### src/rtl/bus_wait_ctrl.sv
//------------------------------------------------------------------------------
// Module      : bus_wait_ctrl
// Description : Wait-state sequencer between the decoder chip selects and the
//               W65C02 RDY input. Stretches each bus cycle by a per-target
//               wait count, emits a tagged completion strobe and enforces a
//               recovery gap between consecutive UART accesses.
// Revision    : 1.0 - initial release
//------------------------------------------------------------------------------
`timescale 1ns/1ps
`default_nettype none

module bus_wait_ctrl #(
    parameter int unsigned RAM_WAIT      = 0,
    parameter int unsigned SID_WAIT      = 3,
    parameter int unsigned VIA_WAIT      = 2,
    parameter int unsigned UART_WAIT     = 2,
    parameter int unsigned BIFROST_WAIT  = 0,
    parameter int unsigned UART_RECOVERY = 4,
    parameter int unsigned CW            = 4
) (
    input  logic       clock,
    input  logic       reset_n,
    input  logic       cycle_start,
    input  logic       rw,
    input  logic       ram_cs,
    input  logic       sid_cs,
    input  logic       via1_cs,
    input  logic       via2_cs,
    input  logic       uart_cs,
    input  logic       bifrost_cs,
    output logic       rdy,
    output logic       strobe,
    output logic       strobe_rw,
    output logic [2:0] dev,
    output logic       busy,
    output logic       err
);

    // Device codes carried on dev
    localparam logic [2:0] c_dev_none    = 3'd0;
    localparam logic [2:0] c_dev_ram     = 3'd1;
    localparam logic [2:0] c_dev_sid     = 3'd2;
    localparam logic [2:0] c_dev_via1    = 3'd3;
    localparam logic [2:0] c_dev_via2    = 3'd4;
    localparam logic [2:0] c_dev_uart    = 3'd5;
    localparam logic [2:0] c_dev_bifrost = 3'd6;

    localparam logic [CW-1:0] c_zero         = '0;
    localparam logic [CW-1:0] c_one          = CW'(1);
    localparam logic [CW-1:0] c_ram_wait     = CW'(RAM_WAIT);
    localparam logic [CW-1:0] c_sid_wait     = CW'(SID_WAIT);
    localparam logic [CW-1:0] c_via_wait     = CW'(VIA_WAIT);
    localparam logic [CW-1:0] c_uart_wait    = CW'(UART_WAIT);
    localparam logic [CW-1:0] c_bifrost_wait = CW'(BIFROST_WAIT);
    localparam logic [CW-1:0] c_uart_rec     = CW'(UART_RECOVERY);

    typedef enum logic [1:0] {
        S_IDLE = 2'd0,
        S_HOLD = 2'd1,
        S_WAIT = 2'd2,
        S_DONE = 2'd3
    } state_t;

    state_t          state_q, state_d;
    logic [CW-1:0]   wcnt_q, wcnt_d;
    logic [CW-1:0]   rcnt_q, rcnt_d;
    logic [2:0]      dev_q, dev_d;
    logic            rw_q, rw_d;
    logic            err_q, err_d;
    logic            rdy_q, strobe_q, busy_q;

    // Active-high view of the selects, ordered by priority (bit 5 highest)
    logic [5:0]      w_sel;
    logic            w_multi;
    logic [2:0]      w_dev;
    logic [CW-1:0]   w_wait;

    assign w_sel   = ~{bifrost_cs, uart_cs, via1_cs, via2_cs, sid_cs, ram_cs};
    // More than one bit set: clearing the lowest set bit leaves something behind
    assign w_multi = (w_sel & (w_sel - 6'd1)) != 6'd0;

    // Priority-decode the selects into a device code and its wait count
    always_comb begin
        w_dev  = c_dev_none;
        w_wait = c_zero;
        if (w_sel[5]) begin
            w_dev  = c_dev_bifrost;
            w_wait = c_bifrost_wait;
        end else if (w_sel[4]) begin
            w_dev  = c_dev_uart;
            w_wait = c_uart_wait;
        end else if (w_sel[3]) begin
            w_dev  = c_dev_via1;
            w_wait = c_via_wait;
        end else if (w_sel[2]) begin
            w_dev  = c_dev_via2;
            w_wait = c_via_wait;
        end else if (w_sel[1]) begin
            w_dev  = c_dev_sid;
            w_wait = c_sid_wait;
        end else if (w_sel[0]) begin
            w_dev  = c_dev_ram;
            w_wait = c_ram_wait;
        end
    end

    // Next-state logic for the sequencer, counters and latched access info
    always_comb begin
        state_d = state_q;
        wcnt_d  = wcnt_q;
        // Recovery counter runs down in every state and parks at zero
        rcnt_d  = (rcnt_q != c_zero) ? rcnt_q - c_one : c_zero;
        dev_d   = dev_q;
        rw_d    = rw_q;
        err_d   = err_q;

        case (state_q)
            S_IDLE: begin
                if (cycle_start) begin
                    dev_d  = w_dev;
                    rw_d   = rw;
                    wcnt_d = w_wait;
                    if (w_multi) begin
                        err_d = 1'b1;
                    end
                    if ((w_dev == c_dev_uart) && (rcnt_q != c_zero)) begin
                        state_d = S_HOLD;
                    end else if (w_wait != c_zero) begin
                        state_d = S_WAIT;
                    end else begin
                        state_d = S_DONE;
                    end
                end
            end
            S_HOLD: begin
                // Leave on the edge where the recovery counter reaches zero
                if (rcnt_q <= c_one) begin
                    state_d = (wcnt_q != c_zero) ? S_WAIT : S_DONE;
                end
            end
            S_WAIT: begin
                wcnt_d = wcnt_q - c_one;
                if (wcnt_q <= c_one) begin
                    state_d = S_DONE;
                end
            end
            S_DONE: begin
                state_d = S_IDLE;
                if (dev_q == c_dev_uart) begin
                    rcnt_d = c_uart_rec;
                end
            end
            default: begin
                state_d = S_IDLE;
            end
        endcase

        // A new cycle arriving while a sequence is in flight (DONE included)
        // is dropped but flagged
        if (cycle_start && (state_q != S_IDLE)) begin
            err_d = 1'b1;
        end
    end

    // State and output registers; outputs are decoded from the next state
    always_ff @(posedge clock) begin
        if (!reset_n) begin
            state_q  <= S_IDLE;
            wcnt_q   <= c_zero;
            rcnt_q   <= c_zero;
            dev_q    <= c_dev_none;
            rw_q     <= 1'b0;
            err_q    <= 1'b0;
            rdy_q    <= 1'b1;
            strobe_q <= 1'b0;
            busy_q   <= 1'b0;
        end else begin
            state_q  <= state_d;
            wcnt_q   <= wcnt_d;
            rcnt_q   <= rcnt_d;
            dev_q    <= dev_d;
            rw_q     <= rw_d;
            err_q    <= err_d;
            rdy_q    <= !((state_d == S_HOLD) || (state_d == S_WAIT));
            strobe_q <= (state_d == S_DONE);
            busy_q   <= (state_d != S_IDLE);
        end
    end

    assign rdy       = rdy_q;
    assign strobe    = strobe_q;
    assign strobe_rw = rw_q;
    assign dev       = dev_q;
    assign busy      = busy_q;
    assign err       = err_q;

endmodule

`default_nettype wire

### config.mk
export PLATFORM = sky130hd
export DESIGN_NAME = bus_wait_ctrl
export DESIGN_NICKNAME = d
export VERILOG_FILES = /design/src/rtl/bus_wait_ctrl.sv
export SDC_FILE = /design/constraint.sdc
export NUM_CORES = 1
export LEC_CHECK = 0
export CAP_MARGIN = 20
export CORE_UTILIZATION = 25
export DETAILED_ROUTE_END_ITERATION = 8
export PLACE_DENSITY = 0.54
export SETUP_SLACK_MARGIN = 0.1
export SLEW_MARGIN = 30
export SYNTH_ARGS = -nofsm -noshare
export SYNTH_HDL_FRONTEND = slang
export SYNTH_SLANG_ARGS = --single-unit
### constraint.sdc
create_clock -name clock -period 2.3 [get_ports clock]
set_input_delay 0.345 -clock clock [delete_from_list [all_inputs] [get_ports clock]]
set_output_delay 0.345 -clock clock [all_outputs]
set_load 0.02 [all_outputs]
==> impl_results.md, run 1 <==
* Setup TNS Final at 0 ps
* Worst hold stages at 2
* Post-CTS Setup Bufs at 0
* Synthesis Warnings at 0
* Number of global-route vias before repair at 788
* Die Wd at 61.9 um
* Syn Nets at 118
* Clock network power share at 21.4%
* Insertion delay to the later sink of the worst-skew pair at 280 ps
* Routed length per instance at 11.5 um
* Hold-fix buffers at CTS at 0
* Max_slew headroom at 70.4%
* CORE AREA at 3390 um^2
* Sequential-to-total area share from yosys stat at 40.2%
* Synth-to-Final Area Change at 28.7%
* Rows at 21
* Leak at 0.439 nW
* Pins Over Slew Limit at 0
* Reg-to-reg slack, setup at 620 ps
* Routed Antenna Nets at 0
* Ys flop type: dfxtp_1
* Mapped Area at 897 um^2
* Die ar. at 3830 um^2
* Fillers at 343
* Synth unique cells at 36
* Layout cells sized above 1 at 8.06%
* Status: complete, no violations
* Clock Path Buffers at 2
* RSZ-0062 raised after global routing: false
* Logic pwr share at 33.3%
* Worst Clk Skew at 2.60 ps
* Net Sw Frac at 32.1%
* Setup crit end: rdy
* Final HPWL DP at 1.52 mm
* WL final at 1.95 mm
* Worst-margin pin slew at 444 ps
* Final period util at 75.9%
* Via count at 820
* Ports at 18
* Drt first pass iters at 4
* Fmax at 0.573 GHz
* Mapped Cells at 105
* PortBufs at 17
* Min-delay worst type: reg2reg
* Max cap viols at 0
* CTS Buf Count at 3
* Final core occ at 34.1%
* Pin count of the biggest net entering global routing at 14
* Clock sinks at 18
* Root Buffer: clkbuf_4
* Startpoint class of the critical path: input port
* DRT iter0 DRCs at 24
* Cts repair resizes at 0
* Critical path endpoint category: register
* Starting Density at 26.5%
* Final Wtd Congestion at 0.800
* Die height at 61.9 um
* FF-to-FF End: rdy
* Ant diodes at 0
* Final setup fails at 0
* Pwr Density at 772 nW/um^2
* Tot Pwr at 0.891 mW
* Layout net count at 138
* Ys async rst share at 0%
* Net Sw Power at 0.286 mW
* Mean area per synthesized cell at 8.54 um^2
* Worst setup startpoint: uart_cs
* Required @ worst endpoint at 2480 ps
* Final Hold Viols at 0
* Largest fanout on the critical path at 8
* First-pass GRT wire length at 3.35 mm
* GRT Total Usage at 12.3%
* Post-synthesis register bit count at 18
* Crit Reg-Reg Startpoint: state_q[1]
* Register-to-Register Path Depth at 5
* Data arrival, critical path at 1920 ps
* Setup Crit Path Kind: in2reg
* Number of flops mapped to enable cells by yosys at 0
* Reg power frac at 45.4%
* Residual DRC count at 0
* Peak supply drop at 0.000296 V
* Antenna violations before repair at 0
* H-Tree Depth at 1
* Internal Pwr Total at 0.605 mW
* Vias/cell at 4.82
* CTS tree: built
* CTS clk-pin slew, worst paths at 100 ps
* Post-layout min period at 1750 ps
* Congestion Overflow GR at 0
[flip-flops by register name (all words and copies together), names as in the netlist]
| register | cells |
|---|---|
| rcnt_q | 4 |
| wcnt_q | 4 |
| dev | 3 |
| state_q | 2 |
| busy | 1 |
| err | 1 |
| rdy | 1 |
| strobe | 1 |
| strobe_rw | 1 |
[per-stage QoR]
step	setup slack [ps]	hold WS, ps	instances	area (um^2)
floorplan	779	414	105	897
global placement	289	444	166	1120
detailed placement	236	456	166	1120
CTS	557	471	170	1150
global route	488	508	170	1150
finish	554	469	170	1150
[layout make-up]
class / instances / area, um^2 / area share [%]
Clock buffer: 4 / 36.3 / 3.14
Inverter: 6 / 22.5 / 1.95
Multi-Input combinational cell: 78 / 500 / 43.3
Sequential cell: 18 / 360 / 31.2
Tap cell: 46 / 57.6 / 4.98
Timing Repair Buffer: 18 / 178 / 15.4
[per-layer routing]
metal / up-vias / GRT usage [%] / routed length, um
met5: - / 0 / 0
met2: 21 / 18.9 / 845
met3: 6 / 3.31 / 97
li1: 420 / - / -
met1: 373 / 15.4 / 945
met4: 0 / 6.98 / 63
[critical path: stages]
cell and delay (ps):
clkdlybuf4s50_1 530, nand4_1 200, o211ai_1 110, a221o_1 400, ha_1 280, nand2_1 50
[cells in the final DEF, fill, tap and decap left out, types with 2 or more instances in the layout]
cell type | synthesis | layout
dfxtp_1 | 18 | 18
clkdlybuf4s50_1 | 0 | 17
nand2_1 | 11 | 11
a21oi_1 | 10 | 10
nor2_1 | 7 | 7
inv_1 | 6 | 6
o21ai_0 | 5 | 5
o211ai_1 | 4 | 4
nor3_1 | 3 | 3
nor2b_1 | 3 | 3
and2_1 | 3 | 3
ha_1 | 3 | 3
clkbuf_4 | 0 | 3
nand4_1 | 2 | 2
nand2b_1 | 2 | 2
nor3b_1 | 2 | 2
o21a_1 | 2 | 2
nand3_1 | 2 | 2
mux2_2 | 2 | 2
[cell families (layout without fill, tap and decap cells)]
kind of cell | after synthesis | in the layout | synth area share (%)
AND/OR/NAND/NOR | 39 | 39 | 23.4
AO/OA/AOI/OAI | 31 | 31 | 22.5
flip-flops | 18 | 18 | 40.2
buffers and inverters | 9 | 28 | 4.04
adder cells (fa/ha/maj) | 4 | 4 | 5.30
multiplexers | 3 | 3 | 3.63
XOR/XNOR | 1 | 1 | 0.976
[worst min path at each step]
stage              start        end  slack [ps]
6_report       strobe_rw  strobe_rw         470
4_1_cts        strobe_rw  strobe_rw         470
2_1_floorplan    reset_n        rdy         410
3_5_place_dp   strobe_rw  strobe_rw         460
3_3_place_gp   strobe_rw  strobe_rw         440
5_1_grt        strobe_rw  strobe_rw         510
[cell usage after synthesis, types with 2 or more instances]
cell | number | share of area [%]
dfxtp_1 | 18 | 40
nand2_1 | 11 | 4.6
a21oi_1 | 10 | 5.6
nor2_1 | 7 | 2.9
inv_1 | 6 | 2.5
o21ai_0 | 5 | 2.8
o211ai_1 | 4 | 3.3
and2_1 | 3 | 2.1
ha_1 | 3 | 4.2
nor2b_1 | 3 | 2.1
nor3_1 | 3 | 1.7
buf_2 | 2 | 1.1
mux2_2 | 2 | 2.5
nand2b_1 | 2 | 1.4
nand3_1 | 2 | 1.1
nand4_1 | 2 | 1.4
nor3b_1 | 2 | 1.7
o21a_1 | 2 | 1.7
[power groups by stage]
| stage | logic (mW) | registers (mW) | clock network, mW |
|---|---|---|---|
| after floorplan | 0.178 | 0.418 | 0 |
| after global placement | 0.292 | 0.410 | 0 |
| after detailed placement | 0.297 | 0.412 | 0 |
| after CTS | 0.298 | 0.404 | 0.196 |
| after global routing | 0.329 | 0.413 | 0.221 |
| final | 0.296 | 0.404 | 0.190 |
Power figures use the tool's default switching activity.
==> run 2, diff against run 1 <==
clock period = 1.7 ns   (was 2.3 ns; I/O delays follow)
==> run 2 against run 1 <==
Net effect:
- via count up 4.6%
- die area unchanged
- utilization up 3.6 points
- clock skew down 0.83 ps
- design area up 11%
==> impl_results.md, run 2 (synthesized netlist as in run 1, its figures left out) <==
* Status: complete, no violations
* FF-to-FF End: rdy
* Worst setup startpoint: dev[1]
* PortBufs at 17
* Fmax at 0.648 GHz
* Commonest non-fill, non-tap cells in the layout: 15 x dfxtp_1, 15 x clkdlybuf4s50_1, 15 x buf_4, 11 x nand2_1, 10 x a21oi_1
* Post-placement cell count at 180
* Ports at 18
* Final HPWL DP at 1.66 mm
* RSZ-0062 raised after global routing: true
* Die height at 61.9 um
* Die Wd at 61.9 um
* Clock sinks at 18
* CTS Buf Count at 3
* Max stage delay on crit path at 610 ps
* Starting Density at 26.5%
* Peak supply drop at 0.000343 V
* WL final at 2.17 mm
* Number of global-route vias before repair at 791
* Reg-to-reg slack, setup at 160 ps
* Post-layout min period at 1540 ps
* Worst-margin pin slew at 348 ps
* DRT iter0 DRCs at 12
* Root Buffer: clkbuf_4
* Non-filler cells, final at 184
* Crit Reg-Reg Startpoint: wcnt_q[0]
* Final period util at 90.7%
* Antenna violations before repair at 0
* Worst Clk Skew at 1.77 ps
* CTS clk-pin slew, worst paths at 110 ps
* Ant diodes at 0
* Leak at 0.544 nW
* GRT Total Usage at 12.4%
* Critical path endpoint category: primary output
* Max_slew headroom at 76.2%
* CORE AREA at 3390 um^2
* Clock Path Buffers at 2
* Final Cell Area at 1280 um^2
* Required @ worst endpoint at 1440 ps
* H-Tree Depth at 1
* Hold WS at 462 ps
* Setup Crit Path Kind: reg2out
* Min-delay worst type: reg2reg
* Slowest library cell on the worst path: clkdlybuf4s50_1
* Routed length per instance at 11.8 um
* Synth-to-Final Area Change at 42.4%
* Largest fanout on the critical path at 3
* Crit. path cell count at 1
* First-pass GRT wire length at 3.44 mm
* Setup crit end: dev[1]
* Insertion delay to the later sink of the worst-skew pair at 310 ps
* Final Hold Viols at 0
* Routed Antenna Nets at 0
* Final setup fails at 0
* Die ar. at 3830 um^2
* Cell Chain, Critical Path: clkdlybuf4s50_1
* Max cap viols at 0
* Setup TNS Final at 0 ps
* Drt first pass iters at 4
* Buf/Inv on CP at 1
* CTS tree: built
* Post-CTS Setup Bufs at 0
* Pin count of the biggest net entering global routing at 11
* Vias/cell at 4.66
* Congestion Overflow GR at 0
* Via count at 858
* Data arrival, critical path at 1290 ps
* Pins Over Slew Limit at 0
* Rows at 21
* Layout cells sized above 1 at 19.6%
* Final Wtd Congestion at 0.783
* Startpoint class of the critical path: register
* DP Area at 1220 um^2
* Top delay family on crit path: buffers and inverters
* Register-to-Register Path Depth at 6
* Layout net count at 152
* Residual DRC count at 0
* Pwr Density at 1010 nW/um^2
-- run 2: cell count changes in the layout (fill, tap and decap cells not counted) --
cell,previous run,this run
clkdlybuf4s50_1,17,15
nor4_2,1,0
buf_4,1,15
dfxtp_2,0,3
nor4_4,0,1
dlymetal6s2s_1,0,2
dfxtp_1,18,15
-- run 2: repair_timing --
item,in CTS,in global routing
hold buffers,0,0
pin swaps,1,1
hold endpoints to repair,0,0
setup endpoints to repair,3,6
gates resized for setup,1,5
-- run 2: worst min-delay path, delay by kind of cell, from the launching register on --
| family | cells | cell delay, ps |
|---|---|---|
| AOI/OAI and AO/OA | 1 | 50 |
| DFF | 1 | 320 |
| and+or+nand+nor | 1 | 50 |
-- run 2: per-layer routing --
metal	wire [um]	track usage (%)
met2	979	20.0
met4	37	4.76
met1	1090	16.2
met3	68	2.48
met5	0	0
-- run 2: how the worst min path moves through the flow --
stage / to / start / slack, ps / cells after the start
after CTS: strobe_rw / strobe_rw / 460 / 2
after floorplan: rdy / reset_n / 320 / 1
after global routing: strobe_rw / strobe_rw / 490 / 2
after global placement: strobe_rw / strobe_rw / 440 / 2
after detailed placement: strobe_rw / strobe_rw / 450 / 2
final: strobe_rw / strobe_rw / 460 / 2
-- run 2: per-stage QoR --
stage | utilization (%) | setup slack [ps] | total power [mW]
2_1_floorplan | - | 223 | 0.806
3_5_place_dp | 36.1 | -139 | 1.02
4_1_cts | 37.2 | 108 | 1.28
6_report | 37.7 | 158 | 1.28
5_1_grt | 37.7 | 82.9 | 1.36
3_3_place_gp | 36.1 | -102 | 1.01
-- run 2: area by class of cell --
type | count | area (um^2)
Fill cell | 351 | 2110
Multi-Input combinational cell | 78 | 509
Sequential cell | 18 | 364
Timing Repair Buffer | 32 | 288
Tap cell | 46 | 57.6
Clock buffer | 4 | 36.3
Inverter | 6 | 22.5
-- run 2: power by group --
part	total (mW)	switching [mW]	internal [mW]
clock	0.275	0.144	0.131
sequential	0.527	0.0404	0.486
combinational	0.483	0.229	0.254
